--- config.mk ---
export PLATFORM = sky130hd
export DESIGN_NAME = riscv_dm_hart_ctrl_flat
export DESIGN_NICKNAME = d
export VERILOG_FILES = /design/src/rtl/riscv_dm_pkg.sv /design/src/rtl/riscv_dm_hart_ctrl_if.sv /design/src/rtl/riscv_dm_req_rearm.sv /design/src/rtl/riscv_dm_hart_ctrl.sv /design/src/flat_wrapper.sv
export SDC_FILE = /design/constraint.sdc
export NUM_CORES = 1
export LEC_CHECK = 0
export CORE_ASPECT_RATIO = 1.2
export CORE_UTILIZATION = 53
export CTS_CLUSTER_SIZE = 8
export DETAILED_ROUTE_END_ITERATION = 10
export GPL_TIMING_DRIVEN = 0
export HOLD_SLACK_MARGIN = 0.1
export PLACE_DENSITY = 0.79
export RECOVER_POWER = 25
export REMOVE_ABC_BUFFERS = 1
export SYNTH_ARGS = -nofsm -noshare
export SYNTH_HDL_FRONTEND = slang
export SYNTH_SLANG_ARGS = --single-unit
--- constraint.sdc ---
create_clock -name clk_i -period 2.34 [get_ports clk_i]
set_input_delay 0.468 -clock clk_i [delete_from_list [all_inputs] [get_ports clk_i]]
set_output_delay 0.468 -clock clk_i [all_outputs]
set_load 0.02 [all_outputs]
--- src/rtl/riscv_dm_pkg.sv ---
// Shared Debug Module types.
// The hart run-control states are kept here so other DM blocks can decode them.
package riscv_dm_pkg;

  typedef enum logic [2:0] {
    HC_RESET    = 3'd0,
    HC_RUNNING  = 3'd1,
    HC_HALTING  = 3'd2,
    HC_HALTED   = 3'd3,
    HC_PB_RUN   = 3'd4,
    HC_RESUMING = 3'd5
  } hart_ctrl_state_e;

endpackage

--- src/rtl/riscv_dm_hart_ctrl_if.sv ---
// Per-hart control bus from the Debug Module plus the core's debug-mode pins.
// Directions are named from the sequencer's side (slave).
interface riscv_dm_hart_ctrl_if;
  logic halt_request_i;
  logic resume_request_i;
  logic progbuf_run_req_i;
  logic halt_on_reset_i;
  logic hart_reset_i;
  logic ackhavereset_i;
  logic halted_o;
  logic running_o;
  logic resume_ack_o;
  logic progbuf_run_ack_o;
  logic pb_error_o;
  logic parked_o;
  logic havereset_o;
  logic unavail_o;
  logic core_halt_req_o;
  logic core_halted_i;
  logic core_resume_o;
  logic core_pb_start_o;
  logic core_pb_done_i;
  logic core_pb_exception_i;
  logic core_reset_o;
  logic core_reset_done_i;

  modport slave (
    input  halt_request_i, resume_request_i, progbuf_run_req_i, halt_on_reset_i,
           hart_reset_i, ackhavereset_i, core_halted_i, core_pb_done_i,
           core_pb_exception_i, core_reset_done_i,
    output halted_o, running_o, resume_ack_o, progbuf_run_ack_o, pb_error_o,
           parked_o, havereset_o, unavail_o, core_halt_req_o, core_resume_o,
           core_pb_start_o, core_reset_o
  );

  modport master (
    output halt_request_i, resume_request_i, progbuf_run_req_i, halt_on_reset_i,
           hart_reset_i, ackhavereset_i, core_halted_i, core_pb_done_i,
           core_pb_exception_i, core_reset_done_i,
    input  halted_o, running_o, resume_ack_o, progbuf_run_ack_o, pb_error_o,
           parked_o, havereset_o, unavail_o, core_halt_req_o, core_resume_o,
           core_pb_start_o, core_reset_o
  );
endinterface

--- src/rtl/riscv_dm_req_rearm.sv ---
// Edge-rearm latch: once a level request has been taken it is masked
// until the requester drops it for at least one cycle.
module riscv_dm_req_rearm (
  input  logic clk_i,
  input  logic rst_i,
  input  logic req_i,
  input  logic take_i,
  output logic armed_o
);

  logic armed_d, armed_q;

  always_comb begin
    armed_d = armed_q;
    if (take_i) begin
      armed_d = 1'b0;
    end else if (!req_i) begin
      armed_d = 1'b1;
    end else begin
      armed_d = armed_q;
    end
  end

  always_ff @(posedge clk_i or posedge rst_i) begin
    if (rst_i) begin
      armed_q <= 1'b1;
    end else begin
      armed_q <= armed_d;
    end
  end

  assign armed_o = armed_q;

endmodule

--- src/rtl/riscv_dm_hart_ctrl.sv ---
// Per-hart run-control sequencer: maps DM halt/resume/progbuf/reset requests
// onto core debug-mode commands and reports hart status back to the DM.
module riscv_dm_hart_ctrl
  import riscv_dm_pkg::*;
#(
  parameter int unsigned PB_TIMEOUT   = 1024,
  parameter int unsigned RESET_CYCLES = 16
) (
  input logic                 clk_i,
  input logic                 rst_i,
  riscv_dm_hart_ctrl_if.slave hc
);

  localparam int unsigned RC_W = (RESET_CYCLES > 0) ? $clog2(RESET_CYCLES + 1) : 1;
  localparam int unsigned TO_W = (PB_TIMEOUT > 0) ? $clog2(PB_TIMEOUT + 1) : 1;
  localparam logic [RC_W-1:0] RC_MAX  = RC_W'(RESET_CYCLES);
  localparam logic [TO_W-1:0] TO_LAST = (PB_TIMEOUT == 0) ? '0 : TO_W'(PB_TIMEOUT - 1);
  localparam bit              TO_EN   = (PB_TIMEOUT != 0);

  hart_ctrl_state_e state_d, state_q;
  logic [RC_W-1:0]  rcnt_d, rcnt_q;
  logic [TO_W-1:0]  tcnt_d, tcnt_q;
  logic havereset_d, havereset_q;
  logic resume_ack_d, resume_ack_q;
  logic pb_ack_d, pb_ack_q;
  logic pb_err_d, pb_err_q;
  logic core_resume_d, core_resume_q;
  logic core_pb_start_d, core_pb_start_q;
  logic take_res_s, take_pb_s, res_armed_s, pb_armed_s, hr_set_s;

  riscv_dm_req_rearm u_rearm_resume (
    .clk_i  (clk_i),
    .rst_i  (rst_i),
    .req_i  (hc.resume_request_i),
    .take_i (take_res_s),
    .armed_o(res_armed_s)
  );

  riscv_dm_req_rearm u_rearm_progbuf (
    .clk_i  (clk_i),
    .rst_i  (rst_i),
    .req_i  (hc.progbuf_run_req_i),
    .take_i (take_pb_s),
    .armed_o(pb_armed_s)
  );

  always_comb begin
    state_d         = state_q;
    rcnt_d          = rcnt_q;
    tcnt_d          = tcnt_q;
    resume_ack_d    = 1'b0;
    pb_ack_d        = 1'b0;
    pb_err_d        = 1'b0;
    core_resume_d   = 1'b0;
    core_pb_start_d = 1'b0;
    take_res_s      = 1'b0;
    take_pb_s       = 1'b0;
    hr_set_s        = 1'b0;
    // Hart reset pre-empts every state and silently drops in-flight acks.
    if (hc.hart_reset_i) begin
      state_d = HC_RESET;
      rcnt_d  = '0;
    end else begin
      case (state_q)
        HC_RESET: begin
          if (rcnt_q != RC_MAX) begin
            rcnt_d = rcnt_q + RC_W'(1);
          end else begin
            rcnt_d = rcnt_q;
          end
          if ((rcnt_q >= RC_MAX) && hc.core_reset_done_i) begin
            hr_set_s = 1'b1;
            state_d  = hc.halt_on_reset_i ? HC_HALTING : HC_RUNNING;
          end else begin
            state_d = HC_RESET;
          end
        end
        HC_RUNNING: begin
          state_d = hc.halt_request_i ? HC_HALTING : HC_RUNNING;
        end
        HC_HALTING: begin
          state_d = hc.core_halted_i ? HC_HALTED : HC_HALTING;
        end
        HC_HALTED: begin
          if (hc.progbuf_run_req_i && pb_armed_s) begin
            state_d         = HC_PB_RUN;
            core_pb_start_d = 1'b1;
            tcnt_d          = '0;
            take_pb_s       = 1'b1;
          end else if (hc.resume_request_i && res_armed_s && !hc.halt_request_i) begin
            state_d       = HC_RESUMING;
            core_resume_d = 1'b1;
            take_res_s    = 1'b1;
          end else begin
            state_d = HC_HALTED;
          end
        end
        HC_PB_RUN: begin
          if (tcnt_q != {TO_W{1'b1}}) begin
            tcnt_d = tcnt_q + TO_W'(1);
          end else begin
            tcnt_d = tcnt_q;
          end
          if (hc.core_pb_exception_i || (TO_EN && (tcnt_q == TO_LAST))) begin
            state_d  = HC_HALTED;
            pb_ack_d = 1'b1;
            pb_err_d = 1'b1;
          end else if (hc.core_pb_done_i) begin
            state_d  = HC_HALTED;
            pb_ack_d = 1'b1;
          end else begin
            state_d = HC_PB_RUN;
          end
        end
        HC_RESUMING: begin
          if (!hc.core_halted_i) begin
            state_d      = HC_RUNNING;
            resume_ack_d = 1'b1;
          end else begin
            state_d = HC_RESUMING;
          end
        end
        default: begin
          state_d = HC_RESET;
          rcnt_d  = '0;
        end
      endcase
    end
    if (hr_set_s) begin
      havereset_d = 1'b1;
    end else if (hc.ackhavereset_i) begin
      havereset_d = 1'b0;
    end else begin
      havereset_d = havereset_q;
    end
  end

  always_ff @(posedge clk_i or posedge rst_i) begin
    if (rst_i) begin
      state_q         <= HC_RESET;
      rcnt_q          <= '0;
      tcnt_q          <= '0;
      havereset_q     <= 1'b0;
      resume_ack_q    <= 1'b0;
      pb_ack_q        <= 1'b0;
      pb_err_q        <= 1'b0;
      core_resume_q   <= 1'b0;
      core_pb_start_q <= 1'b0;
    end else begin
      state_q         <= state_d;
      rcnt_q          <= rcnt_d;
      tcnt_q          <= tcnt_d;
      havereset_q     <= havereset_d;
      resume_ack_q    <= resume_ack_d;
      pb_ack_q        <= pb_ack_d;
      pb_err_q        <= pb_err_d;
      core_resume_q   <= core_resume_d;
      core_pb_start_q <= core_pb_start_d;
    end
  end

  assign hc.halted_o          = (state_q == HC_HALTED) || (state_q == HC_PB_RUN);
  assign hc.parked_o          = (state_q == HC_HALTED);
  assign hc.running_o         = (state_q == HC_RUNNING);
  assign hc.core_halt_req_o   = (state_q == HC_HALTING);
  assign hc.core_reset_o      = (state_q == HC_RESET);
  assign hc.unavail_o         = (state_q == HC_RESET);
  assign hc.havereset_o       = havereset_q;
  assign hc.resume_ack_o      = resume_ack_q;
  assign hc.progbuf_run_ack_o = pb_ack_q;
  assign hc.pb_error_o        = pb_err_q;
  assign hc.core_resume_o     = core_resume_q;
  assign hc.core_pb_start_o   = core_pb_start_q;

endmodule

--- src/flat_wrapper.sv ---
// flat-port wrapper written by rule: the top's interface ports become plain ports
module riscv_dm_hart_ctrl_flat import riscv_dm_pkg::*;
#(
  parameter int unsigned PB_TIMEOUT   = 1024,
  parameter int unsigned RESET_CYCLES = 16
)
  (clk_i, rst_i, hc_halt_request_i, hc_resume_request_i, hc_progbuf_run_req_i, hc_halt_on_reset_i, hc_hart_reset_i, hc_ackhavereset_i, hc_core_halted_i, hc_core_pb_done_i, hc_core_pb_exception_i, hc_core_reset_done_i, hc_halted_o, hc_running_o, hc_resume_ack_o, hc_progbuf_run_ack_o, hc_pb_error_o, hc_parked_o, hc_havereset_o, hc_unavail_o, hc_core_halt_req_o, hc_core_resume_o, hc_core_pb_start_o, hc_core_reset_o);
  riscv_dm_hart_ctrl_if hc_i ();
  input logic clk_i;
  input logic rst_i;
  input wire logic [$bits(hc_i.halt_request_i)-1:0] hc_halt_request_i;
  input wire logic [$bits(hc_i.resume_request_i)-1:0] hc_resume_request_i;
  input wire logic [$bits(hc_i.progbuf_run_req_i)-1:0] hc_progbuf_run_req_i;
  input wire logic [$bits(hc_i.halt_on_reset_i)-1:0] hc_halt_on_reset_i;
  input wire logic [$bits(hc_i.hart_reset_i)-1:0] hc_hart_reset_i;
  input wire logic [$bits(hc_i.ackhavereset_i)-1:0] hc_ackhavereset_i;
  input wire logic [$bits(hc_i.core_halted_i)-1:0] hc_core_halted_i;
  input wire logic [$bits(hc_i.core_pb_done_i)-1:0] hc_core_pb_done_i;
  input wire logic [$bits(hc_i.core_pb_exception_i)-1:0] hc_core_pb_exception_i;
  input wire logic [$bits(hc_i.core_reset_done_i)-1:0] hc_core_reset_done_i;
  output wire logic [$bits(hc_i.halted_o)-1:0] hc_halted_o;
  output wire logic [$bits(hc_i.running_o)-1:0] hc_running_o;
  output wire logic [$bits(hc_i.resume_ack_o)-1:0] hc_resume_ack_o;
  output wire logic [$bits(hc_i.progbuf_run_ack_o)-1:0] hc_progbuf_run_ack_o;
  output wire logic [$bits(hc_i.pb_error_o)-1:0] hc_pb_error_o;
  output wire logic [$bits(hc_i.parked_o)-1:0] hc_parked_o;
  output wire logic [$bits(hc_i.havereset_o)-1:0] hc_havereset_o;
  output wire logic [$bits(hc_i.unavail_o)-1:0] hc_unavail_o;
  output wire logic [$bits(hc_i.core_halt_req_o)-1:0] hc_core_halt_req_o;
  output wire logic [$bits(hc_i.core_resume_o)-1:0] hc_core_resume_o;
  output wire logic [$bits(hc_i.core_pb_start_o)-1:0] hc_core_pb_start_o;
  output wire logic [$bits(hc_i.core_reset_o)-1:0] hc_core_reset_o;
  assign hc_i.halt_request_i = hc_halt_request_i;
  assign hc_i.resume_request_i = hc_resume_request_i;
  assign hc_i.progbuf_run_req_i = hc_progbuf_run_req_i;
  assign hc_i.halt_on_reset_i = hc_halt_on_reset_i;
  assign hc_i.hart_reset_i = hc_hart_reset_i;
  assign hc_i.ackhavereset_i = hc_ackhavereset_i;
  assign hc_i.core_halted_i = hc_core_halted_i;
  assign hc_i.core_pb_done_i = hc_core_pb_done_i;
  assign hc_i.core_pb_exception_i = hc_core_pb_exception_i;
  assign hc_i.core_reset_done_i = hc_core_reset_done_i;
  assign hc_halted_o = hc_i.halted_o;
  assign hc_running_o = hc_i.running_o;
  assign hc_resume_ack_o = hc_i.resume_ack_o;
  assign hc_progbuf_run_ack_o = hc_i.progbuf_run_ack_o;
  assign hc_pb_error_o = hc_i.pb_error_o;
  assign hc_parked_o = hc_i.parked_o;
  assign hc_havereset_o = hc_i.havereset_o;
  assign hc_unavail_o = hc_i.unavail_o;
  assign hc_core_halt_req_o = hc_i.core_halt_req_o;
  assign hc_core_resume_o = hc_i.core_resume_o;
  assign hc_core_pb_start_o = hc_i.core_pb_start_o;
  assign hc_core_reset_o = hc_i.core_reset_o;
  riscv_dm_hart_ctrl #(.PB_TIMEOUT(PB_TIMEOUT), .RESET_CYCLES(RESET_CYCLES)) u_core (.clk_i(clk_i), .rst_i(rst_i), .hc(hc_i));
endmodule
=== Word-level counts from Yosys, hierarchy flattened ===
Cells that the tools add are included.

* Add/sub/neg operators: 2
* $lt $le $gt $ge: 1
* Equality and inequality tests: 14
* Multiplexer cells: 43
* Bitwise gates (word level): 1
* Reductions and logical operators: 13

{| class="wikitable"
|+ Operator list
! operator !! number
|-
| 2-to-1 mux 1 bit || 27
|-
| 2-to-1 mux 11 bit || 2
|-
| case mux 11 bit (2 select lines) || 1
|-
| 2-to-1 mux 3 bit || 7
|-
| case mux 3 bit (6 select lines) || 1
|-
| adder 11 x 1 -> 11 bit (second input constant) || 1
|-
| == test 11 x 10 -> 1 bit (second input constant) || 1
|-
| inequality test 11 bit (second input constant) || 1
|-
| 2-to-1 mux 5 bit || 2
|-
| inequality test 2 x 1 -> 1 bit (second input constant) || 5
|-
| case mux 5 bit (2 select lines) || 1
|-
| == test 3 x 2 -> 1 bit (second input constant) || 2
|-
| == test 3 bit (second input constant) || 2
|-
| adder 5 x 1 -> 5 bit (second input constant) || 1
|-
| greater-or-equal comparator 5 bit (second input constant) || 1
|-
| inequality test 5 bit (second input constant) || 1
|-
| OR reduction 5 bit || 1
|-
| logical AND 1 bit || 4
|-
| 2-to-1 mux 2 bit || 2
|-
| AND reduction 4 bit || 1
|-
| nonzero test 2 bit || 2
|-
| == test 3 x 1 -> 1 bit (second input constant) || 1
|-
| zero test 3 bit || 1
|-
| inequality test 3 x 2 -> 1 bit (second input constant) || 1
|-
| 4 further kinds || 5
|}

* Register bits after elaboration: 27
* Input bits: 12
* Output and inout bits: 12
* Word-level logic and storage cells: 85

=== Logic depth before layout (Yosys ltp) ===
* Depth in word-level cells: 7
* Mapped depth: 8
* Gate-level depth less buffers: 6

=== Hierarchy ===
A second synthesis with hierarchy kept.

* Cell total of the unflattened synthesis: 164
* Area total of the unflattened synthesis: 1530.2 um2

{| class="wikitable"
|+ Modules (own cells, without submodules)
! module !! instances !! cells each !! area an instance (um2) !! sequential area each (um2)
|-
| riscv_dm_hart_ctrl || 1 || 156 || 1445.1 || 625.6
|-
| riscv_dm_req_rearm || 2 || 4 || 42.5 || 26.3
|}

=== Least setup slack after synthesis ===
Ideal clock, no wire load.

* Path type: flip-flop to flip-flop
* Start point: register u_core.state_q[0]
* End point: register u_core.rcnt_q[2]
* Library setup time: 0.078 ns
* Data arrival time: 1.904 ns
* Data required time: 2.262 ns
* Path slack: 0.358 ns
* Cell stages (with the launch flop): 7
* Buffers on the path: 1
* Clock period less this slack: 1.982 ns
* Path through: dfrtp_1 clkbuf_1 nor3b_1 nor2_1 o21ai_0 o21ai_0 a21oi_1

* Word-level cells in the longest chain between the ends: 4
* Elaborated cells on any way between the ends: 12
* Classes of those cells: eq/ne: 7; mux: 2; reduce/logical: 3

{| class="wikitable"
|+ RTL lines
! what !! RTL line !! source
|-
| from (decl) || riscv_dm_hart_ctrl.sv:20 || <nowiki>hart_ctrl_state_e state_d, state_q;</nowiki>
|-
| from (signal assigned) || riscv_dm_hart_ctrl.sv:150 || <nowiki>state_q <= state_d;</nowiki>
|-
| == test 3 x 1 -> 1 bit (*) || n/a ||
|-
| net hc_running_o || flat_wrapper.sv:22 || <nowiki>output wire logic [$bits(hc_i.running_o)-1:0] hc_running_o;</nowiki>
|-
| OR reduction 5 bit (no source line) (*) || n/a ||
|-
| case mux 5 bit (2 select lines) / inequality test 2 x 1 -> 1 bit (equally long branches) || n/a ||
|-
| 2-to-1 mux 5 bit / AND reduction 2 bit (equally long branches) || n/a ||
|-
| to (signal assigned) || riscv_dm_hart_ctrl.sv:151 || <nowiki>rcnt_q <= rcnt_d;</nowiki>
|-
| to (decl) || riscv_dm_hart_ctrl.sv:21 || <nowiki>logic [RC_W-1:0] rcnt_d, rcnt_q;</nowiki>
|}

The timed path passes the listed nets; every way through them passes the cells marked *.
A chain may end at the register's enable or synchronous reset.

=== Worst setup path in the final report ===
* Start point: register u_core.state_q[2]
* End point: output hc_core_halt_req_o

* Word-level cells in the longest chain between the ends: 1

{| class="wikitable"
|+ RTL lines
! what !! RTL line !! source
|-
| == test 3 x 2 -> 1 bit || riscv_dm_hart_ctrl.sv:165 || <nowiki>assign hc.core_halt_req_o = (state_q == HC_HALTING);</nowiki>
|-
| to (decl) || flat_wrapper.sv:29 || <nowiki>output wire logic [$bits(hc_i.core_halt_req_o)-1:0] hc_core_halt_req_o;</nowiki>
|}

Every way passes these cells.

==> out/metrics.csv <==
metric;value;unit
Die Ht;60.3;µm
Synth Area in Compound Gates;0.138;
R2R cell count;6;
DRC;0;
layout cells sized above 1;0.124;
Iter 0 DRT Violations;45;
Fill cells;218;
Worst Skew;0.00408;ns
Port Buf Inserts;23;
M2 GR Usage;0.463;
Sum Neg Setup Slack;0;ns
Max Clk Rate;443;MHz
WP data required;1.87;ns
Worst-Margin Slew;1.04;ns
met3 usage;0.0254;
Yosys top cell area share;0.417;
sequential area share after synthesis;0.452;
clk buf depth;2;
n_diodes;0;
pin count of the biggest net entering global routing;28;
ys async rst share;1.00;
Synth Area in XOR/XNOR;0.0175;
placeable core area;0.00260;mm²
met1 global-route usage;0.282;
Hold Slack;0.509;ns
clock sink count;27;
leakage power;0.000774;µW
Post-Syn Instances;169;
CP Class;reg2out;
fin area;0.00178;mm²
multiplexer share of the synthesized area;0.00667;
count of TritonRoute iterations in the first routing pass;4;
Simple-Gate Fraction of Synth Area;0.298;
final worst slack;0.0812;ns
CTS tree;done;
first-pass GRT wire length;5640;µm
mapped cell area;0.00150;mm²
# hold bufs at CTS;0;
Setup crit end kind;primary output;
Final Total Pwr;740;µW
status;complete, no violations;
clk root buf;clkbuf_4;
pwr dens;415;mW/mm²
Setup crit start kind;flip-flop;
final hold violations;0;
critical path endpoint;hc_core_halt_req_o;
Nets;210;
Reg-to-Reg End;u_core.tcnt_q[6];
Slew HR;0.306;
DRT antenna net count;0;
area leader, netlist;dfrtp_1;
crit-path max FO;9;
multi-input combinational cell area;744;µm²
Arr. time, crit path;1.79;ns
Crit Reg-Reg Startpoint;u_core.state_q[0];
reg-to-reg slack, setup;0.12;ns
Tmin final;2.26;ns
ys flop type;dfrtp_1;
worst skew pair latency;0.33;ns
DP Wirelength;2440;µm
Chip Width;50.6;µm
Placement Setup Slack;-0.193;ns
gr busiest metal;met2;
Hold Crit Class;reg2reg;
Yosys cell types;39;
H-tree depth;1;
Area Growth Syn to Fin;18.8;%
gr ovfl total;0;
flops & latches, synth;27;
die area;0.00305;mm²
Initial Util;0.577;
Max Cap Viol;0;
final wirelength;3390;µm
drt wl/cell;15.0;µm
initial antenna violation count;0;
Slew Limit Fails;0;
top-count cell post-synth;dfrtp_1;
crit path launch;u_core.state_q[2];
total track usage;0.245;
Synth Area in Adders;0.0333;
FF+latch area;682;µm²
RSZ-0062 raised after global routing;no;
Mean Syn Cell Area;8.88;µm²
Syn. warnings;0;
Post-synth EDFFs;0;
I/O pin cnt;24;
post-placement cell area;0.00172;mm²
DR vias;1340;
Clock transition at path regs;0.14;ns
largest family of logic cells by synthesized area;simple AND/OR/NAND/NOR gates;
Synth area leaders;dfrtp_1 (42%), nand2_1 (4.7%), a21oi_1 (4.0%);
final worst path period share;0.965;
Final setup viols;0;
Final GP Congestion;0.889;
worst ir drop on vdd;0.000351;V
Via density;5.93;
CTS buffer count;3;
FP Rows;20;
top post-synthesis cells by count;dfrtp_1 (25), nand2_1 (19), nor2_1 (16);
number of global-route vias before repair;1294;
==> final cells by class <==
cell class              instances  area share
clock buffers                   4      0.0147
well taps                      33      0.0231
flip-flops and latches         27       0.382
repair buffers                 27       0.143
multi-input cells             126       0.417
inverters                       9      0.0196
==> registers in the layout, indices dropped and copies added, names as in the netlist <==
register / flops
u_core.hc.core_pb_start_o: 1
u_core.hc.core_resume_o: 1
u_core.hc.havereset_o: 1
u_core.hc.pb_error_o: 1
u_core.hc.progbuf_run_ack_o: 1
u_core.hc.resume_ack_o: 1
u_core.rcnt_q: 5
u_core.state_q: 3
u_core.tcnt_q: 11
u_core.u_rearm_progbuf.armed_o: 1
u_core.u_rearm_resume.armed_o: 1
==> report_power, final <==
part	total (µW)	switching, µW	internal, µW	leakage [µW]
sequential	479	6.54	472	0.000358
clock	204	137	66.9	0.0000150
combinational	56.7	31.3	25.4	0.000401
==> kinds of logic after synthesis <==
group           Yosys count
xor+xnor                  3
fa+ha+maj                 4
simple gates             82
buf+inv                  16
mux                       1
flops                    27
compound gates           36
==> critical path, cell delays in order (launching register included) <==
cell             delay, ns
dfrtp_2               0.49
inv_1                 0.13
nand2_1               0.11
nor2_1                0.12
clkdlybuf4s50_1       0.61
==> worst min path at each step <==
stage	to	slack (ns)	cells past startpoint	startpoint
5_1_grt	u_core.u_rearm_progbuf.armed_o	0.53	2	u_core.u_rearm_progbuf.armed_o
3_5_place_dp	u_core.u_rearm_progbuf.armed_o	0.49	2	u_core.u_rearm_progbuf.armed_o
2_1_floorplan	u_core.u_rearm_resume.armed_o	0.46	2	u_core.u_rearm_resume.armed_o
6_report	u_core.u_rearm_progbuf.armed_o	0.51	2	u_core.u_rearm_progbuf.armed_o
4_1_cts	u_core.u_rearm_progbuf.armed_o	0.51	2	u_core.u_rearm_progbuf.armed_o
3_3_place_gp	u_core.u_rearm_resume.armed_o	0.46	2	u_core.u_rearm_resume.armed_o
==> what timing repair did <==
item | in CTS | in global routing
endpoints found under the setup margin | 4 | 3
resized for setup | 11 | 1
gates cloned | 0 | 0
buffers inserted | 0 | 4
==> metal layers <==
layer  up-vias  share of wire
met5         -              0
met2        37           0.52
met1       647           0.43
met3         5          0.037
li1        651              -
met4         0          0.012
==> metrics by stage <==
step / utilization / cells
floorplan: - / 162
global placement: 0.663 / 218
detailed placement: 0.663 / 218
CTS: 0.676 / 222
global route: 0.686 / 226
finish: 0.686 / 226
==> placed cells by master, fill, tap and decap left out, drive strengths merged, types with 8 or more instances in the layout <==
| master | instances |
|---|---|
| dfrtp | 25 |
| nand2 | 19 |
| clkdlybuf4s50 | 19 |
| nor2 | 16 |
| o21ai | 12 |
| a21oi | 12 |
| nor3 | 10 |
| nand3 | 9 |
| inv | 8 |
| or3 | 8 |
Power figures use the tool's default switching activity.
==> RTL edit 1 (same settings) <==
Re-encode `hart_ctrl_state_e` (6 states) as one-hot, 6 bits wide.
--- a/src/rtl/riscv_dm_pkg.sv
+++ b/src/rtl/riscv_dm_pkg.sv
@@ -3,11 +3,11 @@
 package riscv_dm_pkg;
 
-  typedef enum logic [2:0] {
-    HC_RESET    = 3'd0,
-    HC_RUNNING  = 3'd1,
-    HC_HALTING  = 3'd2,
-    HC_HALTED   = 3'd3,
-    HC_PB_RUN   = 3'd4,
-    HC_RESUMING = 3'd5
+  typedef enum logic [5:0] {
+    HC_RESET    = 6'b000001,
+    HC_RUNNING  = 6'b000010,
+    HC_HALTING  = 6'b000100,
+    HC_HALTED   = 6'b001000,
+    HC_PB_RUN   = 6'b010000,
+    HC_RESUMING = 6'b100000
   } hart_ctrl_state_e;
 
Formal check against the unedited RTL: same outputs for any inputs over 10 cycles, from zero or initial values and one cycle with rst_i high; not proved beyond that.
==> RTL edit 1 against the unedited design <==
- clock power is 46% higher
- largest cell class unchanged
- area after synthesis up 10%
- sequential cell count up 3
- die area grew 9.7%
- count of clock-buffer cells in the layout is 4 higher
- setup slack worse by 41 ps
- routed wire length up 25%
- critical path depth unchanged
- synthesized cell count increased by 5.9%
- final area increased by 14%
- power grew 23%
==> RTL edit 1: results (changes against the unedited design) <==
* Initial antenna violation count at 0 (unchanged)
* Detailed Route Iter0 Violations at 60 (+33%)
* Buffers on Ports at 23 (unchanged)
* Peak supply drop at 0.000411 V (+17%)
* CTS buffer count at 5 (+2)
* Clock root cell: clkbuf_4
* Ranking of synthesized cells by area: dfrtp_1 41%, a21oi_1 5.1%, dfstp_2 4.8%
* DPL Wire Length at 2710 µm (+11%)
* Post-synthesis sequential area ratio at 45.6% (+0.48 points)
* Pin count of the biggest net entering global routing at 31 (+11%)
* Final Net Count at 223 (+6.2%)
* CTS H-Tree Depth at 2 (+1)
* Sw Share at 25.3% (+1.6 points)
* Worst skew pair latency at 330 ps (about the same)
* Worst Skew at 11.8 ps (+7.76 ps)
* Clock buffer depth at 2 (unchanged)
* WL/cell at 17.4 µm (+16%)
* Primary FF master, synth: dfrtp_1
* Status: finished clean
* Hold/Removal Path Class: flip-flop to flip-flop
* Vias per Instance at 6.44 (+8.7%)
* First-pass GRT wire length at 6980 µm (+24%)
* Async set-or-reset flop fraction in the synthesized netlist at 100% (unchanged)
* Commonest cells in the synthesized netlist: 27 x dfrtp_1, 17 x a21oi_1, 16 x inv_1, 12 x nand2_1, 11 x nand3_1
* Biggest regs: u_core.tcnt_q (11), u_core.state_q (6), u_core.rcnt_q (5)
* Ys Warns at 0 (unchanged)
* Leakage at 0.000881 µW (+14%)
* # diodes at 0 (unchanged)
* Synth cell types at 47 (+21%)
* Ratio of cells with drive above 1 in the final layout at 17.7% (+5.3 points)
* DRT Pass-1 Iters at 4 (unchanged)
* Max_slew headroom at 22.0% (-8.6 points)
* Post-placement worst setup slack at -474 ps (-281 ps)
* RD Place Congestion at 0.791 (-11%)
* Post-DP Area at 1880 µm² (+8.8%)
* Clk pin slew, worst setup/hold paths at 100 ps (-40 ps)
* CP Max Fanout at 7 (-2)
* Vias in the first global route at 1,534 (+19%)
* Total GRT Usage at 28.8% (+4.2 points)
* Die ar. at 3350 µm² (+9.7%)
==> RTL edit 1: cell count changes in the layout (fill, tap and decap cells not counted), moves of 5 or more <==
cell     before  now
inv_1         7   16
nor2_1       16    8
nand2_1      19   12
a21oi_1      12   17
buf_4         4   10
o21ai_0      12    2
==> RTL edit 1: power by group through the flow <==
| stage | sequential, µW | clock, µW | combinational, µW |
|---|---|---|---|
| floorplan | 544 | 0 | 36.6 |
| global placement | 545 | 0 | 68.7 |
| detailed placement | 547 | 0 | 72.4 |
| CTS | 536 | 302 | 72.7 |
| global route | 539 | 329 | 81.1 |
| finish | 537 | 297 | 72.9 |
==> RTL edit 1: path summary, 6_finish.rpt <==
| check | start | endpoint | slack [ps] | cells past startpoint |
|---|---|---|---|---|
| hold reg to reg | u_core.u_rearm_resume.armed_o | u_core.u_rearm_resume.armed_o | 470 | 2 |
| max in group asynchronous | rst_i | u_core.state_q[1] | 690 | 2 |
| hold / removal | u_core.u_rearm_resume.armed_o | u_core.u_rearm_resume.armed_o | 470 | 2 |
| setup reg to reg | u_core.state_q[5] | u_core.rcnt_q[2] | 120 | 5 |
| setup / recovery | u_core.state_q[1] | hc_halted_o | 40 | 4 |
| min in group asynchronous | rst_i | u_core.rcnt_q[2] | 880 | 2 |
==> RTL edit 1: logic make-up after synthesis <==
| kind of cell | after synthesis | synth area share [%] |
|---|---|---|
| compound gates | 47 | 19.8 |
| buf+inv | 26 | 6.66 |
| xor+xnor | 1 | 0.530 |
| mux | 2 | 1.21 |
| simple gates | 70 | 23.9 |
| fa+ha+maj | 3 | 2.27 |
| flops | 30 | 45.6 |
==> RTL edit 1: per-layer routing <==
metal / wire length, µm / GRT usage (%) / up-vias
met3: 303 / 8.70 / 15
met2: 2250 / 49.5 / 86
met4: 107 / 14.1 / 0
met5: 0 / 0 / -
li1: - / - / 720
met1: 1560 / 30.6 / 745
==> RTL edit 1: area by class of cell <==
cell class,count,area [µm²]
Timing Repair Buffer,32,284
Multi-Input combinational cell,123,847
Inverter,16,60.1
Sequential cell,30,757
Clock buffer,8,48.8
Fill cell,215,851
Tap cell,34,42.5
==> RTL edit 1: repair_timing <==
action,in CTS,in global routing
buffers inserted,6,3
hold endpoints to repair,0,0
hold buffers,0,0
gates resized for setup,26,5
endpoints found under the setup margin,6,12
pin swaps,5,1
==> RTL edit 1: critical path, cell delays in order, from the launching register on <==
cell and delay (ps):
dfrtp_2 450, or4_4 580, or2_4 260, nand2_1 60, buf_2 160
==> RTL edit 1: metrics by stage <==
step	cells	hold WS [ps]
after floorplan	169	438
after global placement	226	451
after detailed placement	226	460
after CTS	240	475
after global routing	243	485
final	243	471
==> RTL edit 2 (same flow settings) <==
Without the edit above. `RESET_CYCLES` is set to 16 in 2 places; all go to 8.
--- a/src/rtl/riscv_dm_hart_ctrl.sv
+++ b/src/rtl/riscv_dm_hart_ctrl.sv
@@ -5,5 +5,5 @@
 #(
   parameter int unsigned PB_TIMEOUT   = 1024,
-  parameter int unsigned RESET_CYCLES = 16
+  parameter int unsigned RESET_CYCLES = 8
 ) (
   input logic                 clk_i,
--- a/src/flat_wrapper.sv
+++ b/src/flat_wrapper.sv
@@ -3,5 +3,5 @@
 #(
   parameter int unsigned PB_TIMEOUT   = 1024,
-  parameter int unsigned RESET_CYCLES = 16
+  parameter int unsigned RESET_CYCLES = 8
 )
   (clk_i, rst_i, hc_halt_request_i, hc_resume_request_i, hc_progbuf_run_req_i, hc_halt_on_reset_i, hc_hart_reset_i, hc_ackhavereset_i, hc_core_halted_i, hc_core_pb_done_i, hc_core_pb_exception_i, hc_core_reset_done_i, hc_halted_o, hc_running_o, hc_resume_ack_o, hc_progbuf_run_ack_o, hc_pb_error_o, hc_parked_o, hc_havereset_o, hc_unavail_o, hc_core_halt_req_o, hc_core_resume_o, hc_core_pb_start_o, hc_core_reset_o);
Behaviour: not the same (Yosys sat finds a counterexample within 10 cycles, from zero or initial values and one cycle with rst_i high).
==> RTL edit 2 against the unedited design <==
- final area rose by 2.4%
- global-route usage decreased by 0.79 points
- area after synthesis is 1.8% higher
- setup slack improved by 56 ps
- routed wire length fell by 3.7%
- power increased by 19%
- core utilization rose by 0.97 points
- combinational power up 69%
- sequential cell count decreased by 1
==> RTL edit 2: results (changes against the unedited design) <==
* Reg2Reg Depth at 4 (-2)
* Non-Filler Instances at 217 (-4.0%)
* Post-Syn Instances at 162 (-4.1%)
* Synth cell types at 49 (+26%)
* Peak supply drop at 0.000332 V (-5.4%)
* Post-DP Area at 1740 µm² (+1.0%)
* Commonest cells in the synthesized netlist: 24 x dfrtp_1, 17 x nand2_1, 11 x a21oi_1, 10 x inv_1, 9 x nand3_1
* Ratio of cells with drive above 1 in the final layout at 11.4% (-1.0 points)
* Sw Share at 23.2% (-0.49 points)
* Vias in the first global route at 1,319 (+1.9%)
* CP Max Fanout at 11 (+2)
* RD Place Congestion at 0.822 (-7.5%)
* CP arrival at 1730 ps (-60 ps)
* # placed instances at 209 (-4.1%)
* Ranking of synthesized cells by area: dfrtp_1 39%, nand2_1 4.2%, a21oi_1 3.6%
* Primary FF master, synth: dfrtp_1
* Worst skew pair latency at 320 ps
* First-pass GRT wire length at 5490 µm (-2.7%)
* Post-synthesis sequential area ratio at 42.7% (-2.4 points)
* Tightest Pin Transition at 1010 ps (-29.6 ps)
* Hold Path Cell Cnt at 2 (unchanged)
* Biggest regs: u_core.tcnt_q (11), u_core.rcnt_q (4), u_core.state_q (3)
* Vias per Instance at 5.99 (+1.0%)
* DRT Pass-1 Iters at 4 (unchanged)
* Final Net Count at 201 (-4.3%)
* Status: finished clean
* Leakage at 0.000791 µW (+2.2%)
* Clk pin slew, worst setup/hold paths at 140 ps (about the same)
* DRT Wirelength at 3260 µm (-3.7%)
* Detailed Route Iter0 Violations at 25 (-44%)
* Initial antenna violation count at 0 (unchanged)
* Pin count of the biggest net entering global routing at 27 (-3.6%)
* Worst Skew at 6.61 ps (+2.53 ps)
* Fill count at 219 (+0.46%)
* Max incr delay on CP at 650 ps (+40 ps)
* Total GRT Usage at 23.8% (-0.79 points)
* DPL Wire Length at 2310 µm (-5.6%)
==> RTL edit 2: cell count changes after synthesis, sizes merged, moves of 3 or more <==
cell     change
o22ai        -3
inv          +3
o2bb2ai      +3
nor3         -5
or3          -7
nor2b        +3
o31ai        +3
nand2b       +3
o21ai        -7
or4          +4
o41ai        +3
nor2        -12
xnor2        -3
==> RTL edit 2: final timing paths <==
check,startpoint,end,slack (ps)
worst max-delay path,u_core.state_q[2],hc_running_o,140
worst min-delay path,u_core.u_rearm_resume.armed_o,u_core.u_rearm_resume.armed_o,500
worst max register to register,u_core.state_q[2],u_core.tcnt_q[7],210
worst min register to register,u_core.u_rearm_resume.armed_o,u_core.u_rearm_resume.armed_o,500
max in group asynchronous,rst_i,u_core.state_q[2],840
min in group asynchronous,rst_i,u_core.tcnt_q[9],820
==> RTL edit 2: per-stage QoR <==
stage / utilization, % / total power [µW] / setup slack (ps) / TNS [ps]
2_1_floorplan: - / 539 / 349 / 0
3_3_place_gp: 66.3 / 579 / -495 / -4290
3_5_place_dp: 66.3 / 584 / -567 / -5080
4_1_cts: 69.9 / 898 / 23.9 / 0
5_1_grt: 69.5 / 916 / 45.4 / 0
6_report: 69.5 / 883 / 137 / 0
==> RTL edit 2: logic make-up (layout without fill, tap and decap cells) <==
kind of cell / after synthesis / after routing / synth area share [%]
buffers and inverters: 20 / 42 / 6.55
AOI/OAI and AO/OA: 41 / 41 / 18.7
and+or+nand+nor: 68 / 68 / 26.8
DFF: 26 / 26 / 42.7
muxes: 3 / 3 / 2.05
adders and majority gates: 4 / 4 / 3.27
==> RTL edit 2: what timing repair did <==
action,4_1_cts,5_1_grt
gates cloned,0,0
hold buffers,0,0
resized for setup,10,7
setup endpoints to repair,16,14
buffers inserted,3,1
==> RTL edit 2: critical path, delay by kind of cell, from the launching register on <==
kind,cells,cell delay [ps]
buffers and inverters,1,650
DFF,1,510
and+or+nand+nor,1,260
==> RTL edit 2: area by class of cell <==
class / count / area [µm²] / share of cell area, %
tap: 33 / 41.3 / 2.26
multi-input combinational: 116 / 796 / 43.6
inverter: 11 / 41.3 / 2.26
clock buffer: 3 / 22.5 / 1.23
sequential: 26 / 656 / 35.9
timing repair buffer: 27 / 240 / 13.2
clock inverter: 1 / 30.0 / 1.64
==> RTL edit 2: routing by layer <==
metal	part of all wire, %	vias up	global-route usage, %
li1	-	659	-
met1	44	626	25.5
met2	54	13	47.0
met3	1.6	2	2.26
met4	0.43	0	9.92
met5	0	-	0
==> RTL edit 2: power groups by stage <==
stage | registers (µW) | logic (µW) | clock network (µW)
floorplan | 483 | 55.9 | 0
global placement | 486 | 92.6 | 0
detailed placement | 488 | 95.9 | 0
CTS | 480 | 98.1 | 321
global route | 480 | 110 | 325
finish | 479 | 95.8 | 308
